$ cat config.mk
export PLATFORM = sky130hd
export DESIGN_NAME = md_issue_ctrl_flat
export DESIGN_NICKNAME = d
export VERILOG_FILES = /design/src/rtl/md_issue_ctrl_if.sv /design/src/rtl/md_issue_ctrl.sv /design/src/flat_wrapper.sv
export SDC_FILE = /design/constraint.sdc
export NUM_CORES = 1
export LEC_CHECK = 0
export BUFFER_PORTS_ARGS = -buffer_cell sky130_fd_sc_hd__buf_2
export CORE_UTILIZATION = 44
export DETAILED_ROUTE_END_ITERATION = 6
export PLACE_DENSITY = 0.65
export SLEW_MARGIN = 0
export SYNTH_ARGS = -nofsm -noshare
export SYNTH_HDL_FRONTEND = slang
export SYNTH_SLANG_ARGS = --single-unit
$ cat constraint.sdc
create_clock -name clk -period 2.6 [get_ports clk]
set_clock_uncertainty 0.2 [all_clocks]
set_input_delay 0 -clock clk [delete_from_list [all_inputs] [get_ports clk]]
set_output_delay 0 -clock clk [all_outputs]
set_load 0.03 [all_outputs]
$ cat src/rtl/md_issue_ctrl_if.sv
// rtl/md_issue_ctrl_if.sv - pipeline/unit handshake bundle for the multiply/divide issue controller
interface md_issue_ctrl_if #(
  parameter int PERF_W = 32
);
  logic [2:0]        d_md_op;
  logic              d_md_read;
  logic              e_valid;
  logic [2:0]        e_md_op;
  logic              req;
  logic              md_busy;
  logic              md_start;
  logic              md_write;
  logic              stall_d;
  logic [1:0]        run_kind;
  logic              err_sync;
  logic              err_overlap;
  logic [PERF_W-1:0] perf_ops;
  logic [PERF_W-1:0] perf_stalls;

  modport master (
    output d_md_op, d_md_read, e_valid, e_md_op, req, md_busy,
    input  md_start, md_write, stall_d, run_kind, err_sync, err_overlap, perf_ops, perf_stalls
  );

  modport slave (
    input  d_md_op, d_md_read, e_valid, e_md_op, req, md_busy,
    output md_start, md_write, stall_d, run_kind, err_sync, err_overlap, perf_ops, perf_stalls
  );
endinterface

$ cat src/rtl/md_issue_ctrl.sv
// rtl/md_issue_ctrl.sv - E-stage multiply/divide issue gating, shadow latency FSM and D-stage stall
module md_issue_ctrl #(
  parameter int MULT_CYCLES = 5,
  parameter int DIV_CYCLES  = 10,
  parameter int CNT_W       = 4,
  parameter int PERF_W      = 32
) (
  input logic           clk,
  input logic           reset,
  md_issue_ctrl_if.slave bus
);
  typedef enum logic [1:0] {
    ST_IDLE = 2'd0,
    ST_MULT = 2'd1,
    ST_DIV  = 2'd2
  } state_t;

  state_t            r_state;
  state_t            w_state_nxt;
  logic [CNT_W-1:0]  r_cnt;
  logic [CNT_W-1:0]  w_cnt_nxt;
  logic              r_first;
  logic              r_err_sync;
  logic              r_err_overlap;
  logic [PERF_W-1:0] r_perf_ops;
  logic [PERF_W-1:0] r_perf_stalls;

  logic w_e_start_op;
  logic w_e_wr_op;
  logic w_d_md;
  logic w_idle;
  logic w_start;
  logic w_write;
  logic w_stall;
  logic w_e_mult;

  assign w_e_start_op = (bus.e_md_op >= 3'd1) && (bus.e_md_op <= 3'd4);
  assign w_e_wr_op    = (bus.e_md_op == 3'd5) || (bus.e_md_op == 3'd6);
  assign w_e_mult     = (bus.e_md_op == 3'd1) || (bus.e_md_op == 3'd2);
  assign w_d_md       = ((bus.d_md_op >= 3'd1) && (bus.d_md_op <= 3'd6)) || bus.d_md_read;
  assign w_idle       = (r_state == ST_IDLE);

  assign w_start = bus.e_valid && w_e_start_op && !bus.req && w_idle;
  assign w_write = bus.e_valid && w_e_wr_op && !bus.req && w_idle;
  // Busy from the unit lags the start by one edge, so the start cycle stalls on its own term.
  assign w_stall = w_d_md && (!w_idle || w_start || bus.md_busy);

  always_ff @(posedge clk) begin
    if (reset) begin
      r_state <= ST_IDLE;
      r_cnt   <= '0;
    end else begin
      r_state <= w_state_nxt;
      r_cnt   <= w_cnt_nxt;
    end
  end

  always_comb begin
    w_state_nxt = r_state;
    w_cnt_nxt   = r_cnt;
    case (r_state)
      ST_IDLE: begin
        if (w_start) begin
          if (w_e_mult) begin
            w_state_nxt = ST_MULT;
            w_cnt_nxt   = CNT_W'(MULT_CYCLES);
          end else begin
            w_state_nxt = ST_DIV;
            w_cnt_nxt   = CNT_W'(DIV_CYCLES);
          end
        end
      end
      ST_MULT, ST_DIV: begin
        if (r_cnt == CNT_W'(1)) begin
          w_state_nxt = ST_IDLE;
          w_cnt_nxt   = '0;
        end else begin
          w_cnt_nxt = r_cnt - CNT_W'(1);
        end
      end
      default: begin
        w_state_nxt = ST_IDLE;
        w_cnt_nxt   = '0;
      end
    endcase
  end

  // The first cycle after reset is excluded from sync checking while the unit comes out of reset.
  always_ff @(posedge clk) begin
    if (reset) begin
      r_first       <= 1'b1;
      r_err_sync    <= 1'b0;
      r_err_overlap <= 1'b0;
      r_perf_ops    <= '0;
      r_perf_stalls <= '0;
    end else begin
      r_first <= 1'b0;
      if (!r_first && (bus.md_busy != !w_idle)) begin
        r_err_sync <= 1'b1;
      end
      if (bus.e_valid && (w_e_start_op || w_e_wr_op) && !bus.req && !w_idle) begin
        r_err_overlap <= 1'b1;
      end
      if (w_start && (r_perf_ops != {PERF_W{1'b1}})) begin
        r_perf_ops <= r_perf_ops + PERF_W'(1);
      end
      if (w_stall && (r_perf_stalls != {PERF_W{1'b1}})) begin
        r_perf_stalls <= r_perf_stalls + PERF_W'(1);
      end
    end
  end

  assign bus.md_start    = w_start;
  assign bus.md_write    = w_write;
  assign bus.stall_d     = w_stall;
  assign bus.run_kind    = r_state;
  assign bus.err_sync    = r_err_sync;
  assign bus.err_overlap = r_err_overlap;
  assign bus.perf_ops    = r_perf_ops;
  assign bus.perf_stalls = r_perf_stalls;
endmodule

$ cat src/flat_wrapper.sv
// flat-port wrapper written by rule: the top's interface ports become plain ports
module md_issue_ctrl_flat 
#(
  parameter int MULT_CYCLES = 5,
  parameter int DIV_CYCLES  = 10,
  parameter int CNT_W       = 4,
  parameter int PERF_W      = 32
)
  (clk, reset, bus_d_md_op, bus_d_md_read, bus_e_valid, bus_e_md_op, bus_req, bus_md_busy, bus_md_start, bus_md_write, bus_stall_d, bus_run_kind, bus_err_sync, bus_err_overlap, bus_perf_ops, bus_perf_stalls);
  md_issue_ctrl_if #(.PERF_W(PERF_W)) bus_i ();
  input logic clk;
  input logic reset;
  input wire logic [$bits(bus_i.d_md_op)-1:0] bus_d_md_op;
  input wire logic [$bits(bus_i.d_md_read)-1:0] bus_d_md_read;
  input wire logic [$bits(bus_i.e_valid)-1:0] bus_e_valid;
  input wire logic [$bits(bus_i.e_md_op)-1:0] bus_e_md_op;
  input wire logic [$bits(bus_i.req)-1:0] bus_req;
  input wire logic [$bits(bus_i.md_busy)-1:0] bus_md_busy;
  output wire logic [$bits(bus_i.md_start)-1:0] bus_md_start;
  output wire logic [$bits(bus_i.md_write)-1:0] bus_md_write;
  output wire logic [$bits(bus_i.stall_d)-1:0] bus_stall_d;
  output wire logic [$bits(bus_i.run_kind)-1:0] bus_run_kind;
  output wire logic [$bits(bus_i.err_sync)-1:0] bus_err_sync;
  output wire logic [$bits(bus_i.err_overlap)-1:0] bus_err_overlap;
  output wire logic [$bits(bus_i.perf_ops)-1:0] bus_perf_ops;
  output wire logic [$bits(bus_i.perf_stalls)-1:0] bus_perf_stalls;
  assign bus_i.d_md_op = bus_d_md_op;
  assign bus_i.d_md_read = bus_d_md_read;
  assign bus_i.e_valid = bus_e_valid;
  assign bus_i.e_md_op = bus_e_md_op;
  assign bus_i.req = bus_req;
  assign bus_i.md_busy = bus_md_busy;
  assign bus_md_start = bus_i.md_start;
  assign bus_md_write = bus_i.md_write;
  assign bus_stall_d = bus_i.stall_d;
  assign bus_run_kind = bus_i.run_kind;
  assign bus_err_sync = bus_i.err_sync;
  assign bus_err_overlap = bus_i.err_overlap;
  assign bus_perf_ops = bus_i.perf_ops;
  assign bus_perf_stalls = bus_i.perf_stalls;
  md_issue_ctrl #(.MULT_CYCLES(MULT_CYCLES), .DIV_CYCLES(DIV_CYCLES), .CNT_W(CNT_W), .PERF_W(PERF_W)) u_core (.clk(clk), .reset(reset), .bus(bus_i));
endmodule
==> results.tsv, run 1 <==
metric	value	unit
total track usage	22.3	%
RSZ-0062 raised after global routing	false	
vias in the first global route	3375	
Final Max Slew Viols	0	
Net Sw Frac	29.5	%
Via density	5.85	
CP bufs+invs	2	
crit path max-delay cell type	dlygate4sd3_1	
internal cell power	1.69	mW
final net count	582	
period utilization	95.2	%
Cell Count, Final, Fillers Out	673	
sequential power share	49.4	%
first-pass GRT wire length	16.0	mm
R2R setup slack	0.14	ns
residual DRC count	0	
Synth-to-Final Area Change	23.5	%
Row Count	33	
Die Ht	95.1	um
top cell type's share of synthesized area	38.3	%
Post-synth EDFFs	0	
WHS Endpoint	u_core.bus.perf_stalls[2]	
Worst-path clk slew	0.08	ns
commonest non-fill, non-tap cell in the layout	buf_2	
Synth area leaders	dfxtp_1 38%, a21oi_1 6.6%, or3_1 4.8%	
met3 Track Usage GR	5.18	%
Hold Vio Cnt, Final	0	
Slew headroom	50.7	%
#FFs+latches synth	73	
asr flop ratio synth	0	%
Starting Density	46.0	%
highest-count cells in the layout ignoring fill and taps	81 x buf_2, 71 x dfxtp_1, 50 x a21oi_1, 39 x nor2_1, 31 x o21ai_0	
Clock Latency Late Sink	0.35	ns
Ant. Diodes	0	
Global Route met1 Usage	29.4	%
Seq/Total Area, Yosys	38.3	%
Comb pwr share	18.2	%
Worst setup SP type	primary input	
DR iter-0 viols	185	
post-route cell area	0.00471	sq mm
TritonCTS clock tree	done	
final antenna-violating net count	0	
met2 usage	34.8	%
largest area contributor in the netlist	dfxtp_1	
depth of the CTS H-tree	3	
Vias	3939	
cell area after placement	0.00444	sq mm
Crit Path Class	in -> reg	
CTS Buffer Depth	2	
Req. time, crit path	2.64	ns
Synth warnings	0	
Yosys cell types	47	
Synth Instances	466	
Hold Path Cell Cnt	4	
Mapped Nets	484	
area of the core	0.00830	sq mm
Mapped Area	0.00382	sq mm
die area	0.00905	sq mm
Total Routed Length	9.84	mm
critical-path cell list	dlygate4sd3_1, clkbuf_4, o21a_1, o311ai_4, nand3_1, nor4b_1, mux2_2	
Fin Setup TNS	0	ns
switching pwr	0.710	mW
cell family with most CP delay	simple AND/OR/NAND/NOR gates	
CTS sink count	73	
R2R Path Start	u_core.bus.perf_ops[0]	
worst-margin pin slew	0.734	ns
R2R Path End	u_core.bus.perf_ops[30]	
Worst Setup End Kind	flip-flop	
Tmin final	2.47	ns
routed length per instance	14.6	um
initial antenna violation count	0	
Reg2Reg Depth	6	
RD Place Congestion	0.863	
Worst path max stage delay	0.54	ns
CP max FO	10	
Syn Area/Cell	8.19	sq um
total iterations of the first detailed-routing run	4	
Clock power frac	32.4	%
Worst EP arrival	2.52	ns
DP Cell Count	650	
Leak Pwr	1.78	nW
power per cell area	510	mW/mm^2
share of cells above drive strength 1	23.6	%
hold path startpoint	bus_d_md_read	
Primary FF master, synth	dfxtp_1	
Hold WC Path Type	in -> reg	
Overflow after GRT	0	
DP HPWL	6.82	mm
root buffer cell	clkbuf_8	
fmax	404	MHz
final setup vio count	0	
Port Buf Inserts	82	
TritonCTS Buffers	9	
I/O Pins	83	
status	finished, final reports clean	
grt peak-use layer	met2	
Max Cap Viol	0	
die width	95.1	um
largest net degree at the start of global routing	40	
VDD IR max	220	uV
## per-layer routing
| metal | share of wire, % | wire length, um |
|---|---|---|
| met5 | 0 | 0 |
| met1 | 47 | 4620 |
| met2 | 46 | 4540 |
| met3 | 5.0 | 493 |
| met4 | 2.0 | 195 |
## Yosys cell counts (all sizes together) (4+ instances only)
cell type,instances
ha,6
or3,29
nand2,23
dfxtp,73
nand4,22
mux2,8
o21ai,31
nor4,6
a21oi,50
nor2b,7
o31ai,24
o311ai,5
and3,4
or4,23
clkbuf,14
xnor2,5
and4,4
nor3,6
nor2,39
o41ai,4
nand2b,4
nand3,26
inv,17
buf,7
## metrics by stage
stage	setup WS, ns	hold slack, ns	util [%]	total power, mW
global route	0.000552	0.0935	56.8	2.52
global placement	0.140	0.176	53.5	1.62
finish	0.125	0.0460	56.8	2.40
CTS	0.0135	0.0435	56.5	2.42
floorplan	-0.00711	-0.172	-	1.50
detailed placement	0.0614	0.181	53.5	1.63
## how the worst max path moves through the flow
stage | start | end | slack, ns | cells past startpoint
3_3_place_gp | u_core.bus.perf_ops[0] | u_core.bus.perf_ops[26] | 0.14 | 6
3_5_place_dp | u_core.bus.perf_ops[0] | u_core.bus.perf_ops[2] | 0.06 | 8
5_1_grt | u_core.bus.perf_ops[0] | u_core.bus.perf_ops[28] | 0.0006 | 6
6_report | bus_e_md_op[1] | u_core.bus.perf_stalls[11] | 0.13 | 7
2_1_floorplan | u_core.bus.perf_ops[0] | u_core.bus.perf_ops[22] | -0.007 | 8
4_1_cts | u_core.bus.perf_ops[0] | u_core.bus.perf_ops[30] | 0.01 | 6
## what timing repair did
action / CTS / global route
hold endpoints to repair: 12 / 0
hold buffers: 9 / 0
buffers inserted: 0 / 0
resized for setup: 0 / 6
setup endpoints to repair: 0 / 10
## state kept, by name, summed over array words and instances, names as in the netlist
register                flops
u_core.bus.err_sync         1
u_core.r_cnt                4
u_core.bus.perf_stalls     32
u_core.bus.err_overlap      1
u_core.r_first              1
u_core.bus.perf_ops        32
u_core.bus.run_kind         2
## power groups by stage
stage	registers, mW	logic [mW]	clock network, mW
finish	1.19	0.437	0.779
global route	1.19	0.484	0.846
CTS	1.19	0.437	0.799
detailed placement	1.21	0.417	0
global placement	1.21	0.406	0
floorplan	1.24	0.257	0
## cell type report
type | instances | area [sq um]
tap | 105 | 131
inverter | 17 | 63.8
timing repair buffer | 108 | 653
sequential | 73 | 1460
clock buffer | 12 | 145
multi-input combinational | 355 | 2240
clock inverter | 3 | 17.5
fill | 790 | 3590
## kinds of logic (layout without fill, tap and decap cells)
logic type / Yosys count / count (layout) / synth area share [%]
AND/OR/NAND/NOR: 204 / 204 / 30.5
AO/OA/AOI/OAI: 126 / 126 / 20.3
flip-flops: 73 / 73 / 38.3
buffers and inverters: 38 / 140 / 3.97
multiplexers: 11 / 11 / 3.15
XOR/XNOR: 8 / 8 / 1.84
adder cells (fa/ha/maj): 6 / 6 / 1.97
## worst reg2reg max path: stages (launching register included)
cell	delay, ns
dfxtp_2	0.38
ha_1	0.23
nand4_2	0.16
or3_4	0.38
or4_4	0.57
or3_1	0.33
a21oi_1	0.15
Note: power is estimated with default switching activity, not from simulation.
==> run 2, diff against run 1 <==
--- a/config.mk
+++ b/config.mk
@@ -8,7 +8,7 @@
 export BUFFER_PORTS_ARGS = -buffer_cell sky130_fd_sc_hd__buf_2
 export CORE_UTILIZATION = 44
 export DETAILED_ROUTE_END_ITERATION = 6
-export PLACE_DENSITY = 0.65
+export PLACE_DENSITY = 0.63
 export SLEW_MARGIN = 0
 export SYNTH_ARGS = -nofsm -noshare
 export SYNTH_HDL_FRONTEND = slang
==> constraint.sdc (replaced) <==
create_clock -name clk -period 3.2 [get_ports clk]
set_clock_uncertainty 0.2 [all_clocks]
set_input_delay 0 -clock clk [delete_from_list [all_inputs] [get_ports clk]]
set_output_delay 0 -clock clk [all_outputs]
set_load 0.03 [all_outputs]
==> results.tsv, run 2 (synthesized netlist as in run 1, its figures left out) <==
metric	value	unit	change
Slew headroom	28.8	%	-22 points
largest net degree at the start of global routing	59		+48%
Clock power frac	32.2	%	-0.2 points
total track usage	20.2	%	-2.1 points
highest-count cells in the layout ignoring fill and taps	82 x buf_2, 73 x dfxtp_1, 50 x a21oi_1, 39 x nor2_1, 31 x o21ai_0		
R2R Path Start	u_core.bus.perf_stalls[3]		
Net Sw Frac	29.5	%	about the same
Row Count	33		unchanged
CTS sink count	73		unchanged
Post-CTS Setup Inserts	0		unchanged
CP max FO	16		+6
Fin Setup TNS	0	ns	unchanged
VDD IR max	192	uV	-13%
hold path startpoint	bus_d_md_read		
internal cell power	1.34	mW	-21%
total iterations of the first detailed-routing run	5		+1
post-CTS sizing	0		unchanged
Worst Setup End Kind	flip-flop		
final antenna-violating net count	0		unchanged
Via density	5.88		+0.46%
Crit Path Class	reg -> reg		
Clock Latency Late Sink	0.34	ns	about the same
power per cell area	420	mW/mm^2	-18%
I/O Pins	83		unchanged
die width	95.1	um	unchanged
Port Buf Inserts	82		unchanged
Ant. Diodes	0		unchanged
R2R setup slack	0.39	ns	+0.25 ns
DP HPWL	6.44	mm	-5.6%
status	finished, final reports clean		
Hold Buf Count CTS	5		-4
vias in the first global route	3200		-5.2%
Overflow after GRT	0		unchanged
area of the core	0.00830	sq mm	unchanged
post-route cell area	0.00452	sq mm	-4.1%
final net count	566		-2.7%
R2R Path End	u_core.bus.perf_stalls[22]		
switching pwr	0.560	mW	-21%
Worst EP arrival	2.88	ns	+0.36 ns
share of cells above drive strength 1	20.6	%	-3.0 points
final setup vio count	0		unchanged
RSZ-0062 raised after global routing	false		
Total Routed Length	9.26	mm	-6.0%
Starting Density	46.0	%	unchanged
TritonCTS clock tree	done		
Hold Path Cell Cnt	4		unchanged
Req. time, crit path	3.26	ns	+0.62 ns
DR iter-0 viols	171		-7.6%
Max Cap Viol	0		unchanged
Tmin final	2.81	ns	
Worst setup SP type	flip-flop		
Final Max Slew Viols	0		unchanged
routed length per instance	14.1	um	-3.8%
Hold WC Path Type	in -> reg		
Hold Vio Cnt, Final	0		unchanged
fmax	356	MHz	
Synth-to-Final Area Change	18.4	%	
dpl ws	0.442	ns	+0.380 ns
die area	0.00905	sq mm	unchanged
cell area after placement	0.00431	sq mm	-2.8%
commonest non-fill, non-tap cell in the layout	buf_2		
Die Ht	95.1	um	unchanged
Worst-path clk slew	0.08	ns	about the same
residual DRC count	0		unchanged
RD Place Congestion	0.867		+0.45%
initial antenna violation count	0		unchanged
root buffer cell	clkbuf_8		
Leak Pwr	1.68	nW	-5.5%
worst-margin pin slew	1.07	ns	+0.334 ns
CTS Buffer Depth	2		unchanged
WHS Endpoint	u_core.bus.perf_stalls[2]		
Fillers	796		+0.76%
period utilization	87.9	%	
TritonCTS Buffers	9		unchanged
depth of the CTS H-tree	3		unchanged
sequential power share	50.9	%	+1.5 points
first-pass GRT wire length	14.7	mm	-7.9%
Vias	3869		-1.8%
Reg2Reg Depth	5		-1
Comb pwr share	16.9	%	-1.3 points
final setup margin	0.389	ns	+0.264 ns
==> run 2: changes by cell type in the layout (fill, tap and decap cells not counted), sizes merged <==
cell         delta
buf            -12
dlygate4sd3     -3
clkinv          +2
clkbuf          -1
clkinvlp        -1
==> run 2: worst max path at each step <==
stage / startpoint / to / slack, ns
after floorplan: u_core.bus.perf_ops[0] / u_core.bus.perf_ops[22] / 0.45
after global placement: u_core.bus.perf_stalls[3] / u_core.bus.perf_stalls[22] / 0.54
after detailed placement: u_core.bus.perf_stalls[3] / u_core.bus.perf_stalls[22] / 0.44
after CTS: u_core.bus.perf_stalls[3] / u_core.bus.perf_stalls[22] / 0.41
after global routing: u_core.bus.perf_stalls[3] / u_core.bus.perf_stalls[22] / 0.20
final: u_core.bus.perf_stalls[3] / u_core.bus.perf_stalls[22] / 0.39
==> run 2: metal layers <==
metal | global-route usage (%) | up-vias | part of all wire (%)
li1 | - | 1931 | -
met1 | 26.5 | 1812 | 47
met2 | 31.7 | 112 | 46
met3 | 3.91 | 14 | 5.5
met4 | 9.60 | 0 | 1.8
met5 | 0 | - | 0
==> run 2: worst max-delay path, cell delays in order (launching register included) <==
cell     delay [ns]
dfxtp_1        0.42
nand4_1        0.32
nor4_4         0.54
nand4_1        0.47
or4_1          0.61
a21oi_1        0.16
==> run 2: power by group through the flow <==
stage	logic [mW]	registers, mW	clock network (mW)
final	0.321	0.964	0.611
after global routing	0.355	0.967	0.666
after CTS	0.322	0.963	0.633
after detailed placement	0.315	0.984	0
after global placement	0.310	0.983	0
after floorplan	0.208	1.01	0
==> run 2: metrics by stage <==
step	hold WS [ns]	util [%]	power [mW]	cells
floorplan	-0.172	-	1.22	466
global placement	0.177	52.0	1.29	637
detailed placement	0.191	52.0	1.30	637
CTS	0.0374	54.4	1.92	658
global route	0.104	54.4	1.99	658
finish	0.0480	54.4	1.90	658
==> run 2: area by class of cell <==
class	count	area [sq um]	area share (%)
flip-flops and latches	73	1460	32.3
well taps	105	131	2.91
repair buffers	92	498	11.0
clock buffers	12	135	2.99
clock inverters	4	20.0	0.443
inverters	17	63.8	1.41
multi-input cells	355	2210	48.9
==> run 3, diff against run 2 <==
--- a/config.mk
+++ b/config.mk
@@ -7,8 +7,9 @@
 export LEC_CHECK = 0
 export BUFFER_PORTS_ARGS = -buffer_cell sky130_fd_sc_hd__buf_2
 export CORE_UTILIZATION = 44
+export CTS_CLUSTER_SIZE = 14
 export DETAILED_ROUTE_END_ITERATION = 6
-export PLACE_DENSITY = 0.63
+export PLACE_DENSITY = 0.65
 export SLEW_MARGIN = 0
 export SYNTH_ARGS = -nofsm -noshare
 export SYNTH_HDL_FRONTEND = slang
==> constraint.sdc (replaced) <==
create_clock -name clk -period 2.3 [get_ports clk]
set_clock_uncertainty 0.2 [all_clocks]
set_input_delay 0 -clock clk [delete_from_list [all_inputs] [get_ports clk]]
set_output_delay 0 -clock clk [all_outputs]
set_load 0.03 [all_outputs]
==> results.tsv, run 3 (synthesized netlist as in run 1, its figures left out) <==
metric	value	unit	change
Worst setup SP type	flip-flop		
Hold Vio Cnt, Final	0		unchanged
commonest non-fill, non-tap cell in the layout	buf_2		
CP max FO	6		-10
DP HPWL	7.36	mm	+14%
RSZ-0062 raised after global routing	true		
Port Buf Inserts	82		unchanged
total track usage	22.5	%	+2.3 points
fmax	437	MHz	+23%
total iterations of the first detailed-routing run	5		unchanged
power per cell area	516	mW/mm^2	+23%
root buffer cell	clkbuf_8		
Fin Setup TNS	0	ns	unchanged
final antenna-violating net count	0		unchanged
Ant. Diodes	0		unchanged
Leak Pwr	2.06	nW	+22%
Crit Path Class	reg -> reg		
routed length per instance	13.9	um	-1.0%
post-layout util	62.8	%	+8.4 points
Hold WC Path Type	in -> reg		
Req. time, crit path	2.37	ns	-0.89 ns
Clock Latency Late Sink	0.34	ns	about the same
Cell Count, Final, Fillers Out	727		+10%
first-pass GRT wire length	16.2	mm	+10%
initial antenna violation count	0		unchanged
R2R setup slack	0.01	ns	-0.38 ns
TritonCTS Buffers	9		unchanged
CTS Buffer Depth	2		unchanged
Total Routed Length	10.1	mm	+9.3%
depth of the CTS H-tree	3		unchanged
Overflow after GRT	0		unchanged
Starting Density	46.0	%	unchanged
crit path max-delay cell type	or4_4		
Max Cap Viol	0		unchanged
VDD IR max	402	uV	+110%
Worst-path clk slew	0.07	ns	about the same
final net count	638		+13%
die width	95.1	um	unchanged
Worst path max stage delay	0.52	ns	-0.09 ns
RD Place Congestion	0.811		-6.4%
Via density	5.69		-3.2%
vias in the first global route	3577		+12%
worst-margin pin slew	0.709	ns	-0.358 ns
period utilization	99.5	%	+12 points
I/O Pins	83		unchanged
highest-count cells in the layout ignoring fill and taps	82 x buf_2, 74 x buf_4, 54 x dfxtp_1, 48 x a21oi_1, 39 x nor2_1		
residual DRC count	0		unchanged
Slew headroom	52.7	%	+24 points
TritonCTS clock tree	done		
die area	0.00905	sq mm	unchanged
Row Count	33		unchanged
critical-path cell list	ha_4, nand4_4, or3_4, or4_4, or3_1, a21oi_1		
Vias	4137		+6.9%
Die Ht	95.1	um	unchanged
status	finished, final reports clean		
largest net degree at the start of global routing	36		-39%
final setup vio count	0		unchanged
CP bufs+invs	0		unchanged
DP Cell Count	703		+10%
CTS sink count	73		unchanged
Final Max Slew Viols	0		unchanged
Synth-to-Final Area Change	36.6	%	
cell family with most CP delay	simple AND/OR/NAND/NOR gates		
Worst Setup End Kind	flip-flop		
share of cells above drive strength 1	35.0	%	+14 points
DR iter-0 viols	155		-9.4%
Worst EP arrival	2.36	ns	-0.52 ns
Tmin final	2.29	ns	-0.522 ns
area of the core	0.00830	sq mm	unchanged
## run 3: changes by cell type in the layout (fill, tap and decap cells not counted), sizes merged
cell / change
clkbuf: -1
clkinv: -2
buf: +71
dlygate4sd3: +1
## run 3: worst register-to-register path, delay by kind of cell (launching register included)
kind	cells	cell delay (ns)
AND/OR/NAND/NOR	4	1.38
flip-flops	1	0.36
adder cells (fa/ha/maj)	1	0.14
AO/OA/AOI/OAI	1	0.14
## run 3: what timing repair did
| item | 4_1_cts | 5_1_grt |
|---|---|---|
| buffers inserted | 1 | 4 |
| gates resized for setup | 5 | 13 |
| pin swaps | 1 | 8 |
| hold buffers | 6 | 0 |
| setup endpoints to repair | 6 | 25 |
| hold endpoints to repair | 7 | 0 |
## run 3: layer usage
metal	track usage (%)	part of all wire, %	vias to the layer above
li1	-	-	2069
met2	37.9	49	86
met3	3.51	4.5	11
met1	28.9	46	1971
met4	8.21	1.4	0
met5	0	0	-
## run 3: metrics by stage
stage	power, mW	hold WS, ns	cell area, sq um	setup slack (ns)
after floorplan	1.70	-0.172	3880	-0.170
after global placement	1.84	0.176	4880	-0.0173
after detailed placement	1.86	0.183	4880	-0.0842
after CTS	2.69	0.0437	5110	0.00457
after global routing	2.81	0.0933	5210	-0.0398
final	2.69	0.0600	5210	0.0110
## run 3: area by class of cell
cell class	count	area [sq um]
Fill cell	751	3090
Multi-Input combinational cell	355	2320
Sequential cell	73	1490
Timing Repair Buffer	164	1070
Clock buffer	11	131
Tap cell	105	131
Inverter	17	63.8
Clock inverter	2	10.0
## run 3: path summary, 6_finish.rpt
path / depth (start not counted) / endpoint / from
hold / removal: 4 / u_core.bus.perf_stalls[2] / bus_d_md_read
setup reg to reg: 6 / u_core.bus.perf_ops[28] / u_core.bus.perf_ops[1]
hold reg to reg: 2 / u_core.bus.err_sync / u_core.bus.err_sync
setup / recovery: 6 / u_core.bus.perf_ops[28] / u_core.bus.perf_ops[1]
## run 3: power by group
part           leakage, nW  switching, mW  internal (mW)
registers            0.600         0.0351           1.31
clock network       0.0749          0.449          0.371
logic                 1.38          0.303          0.224
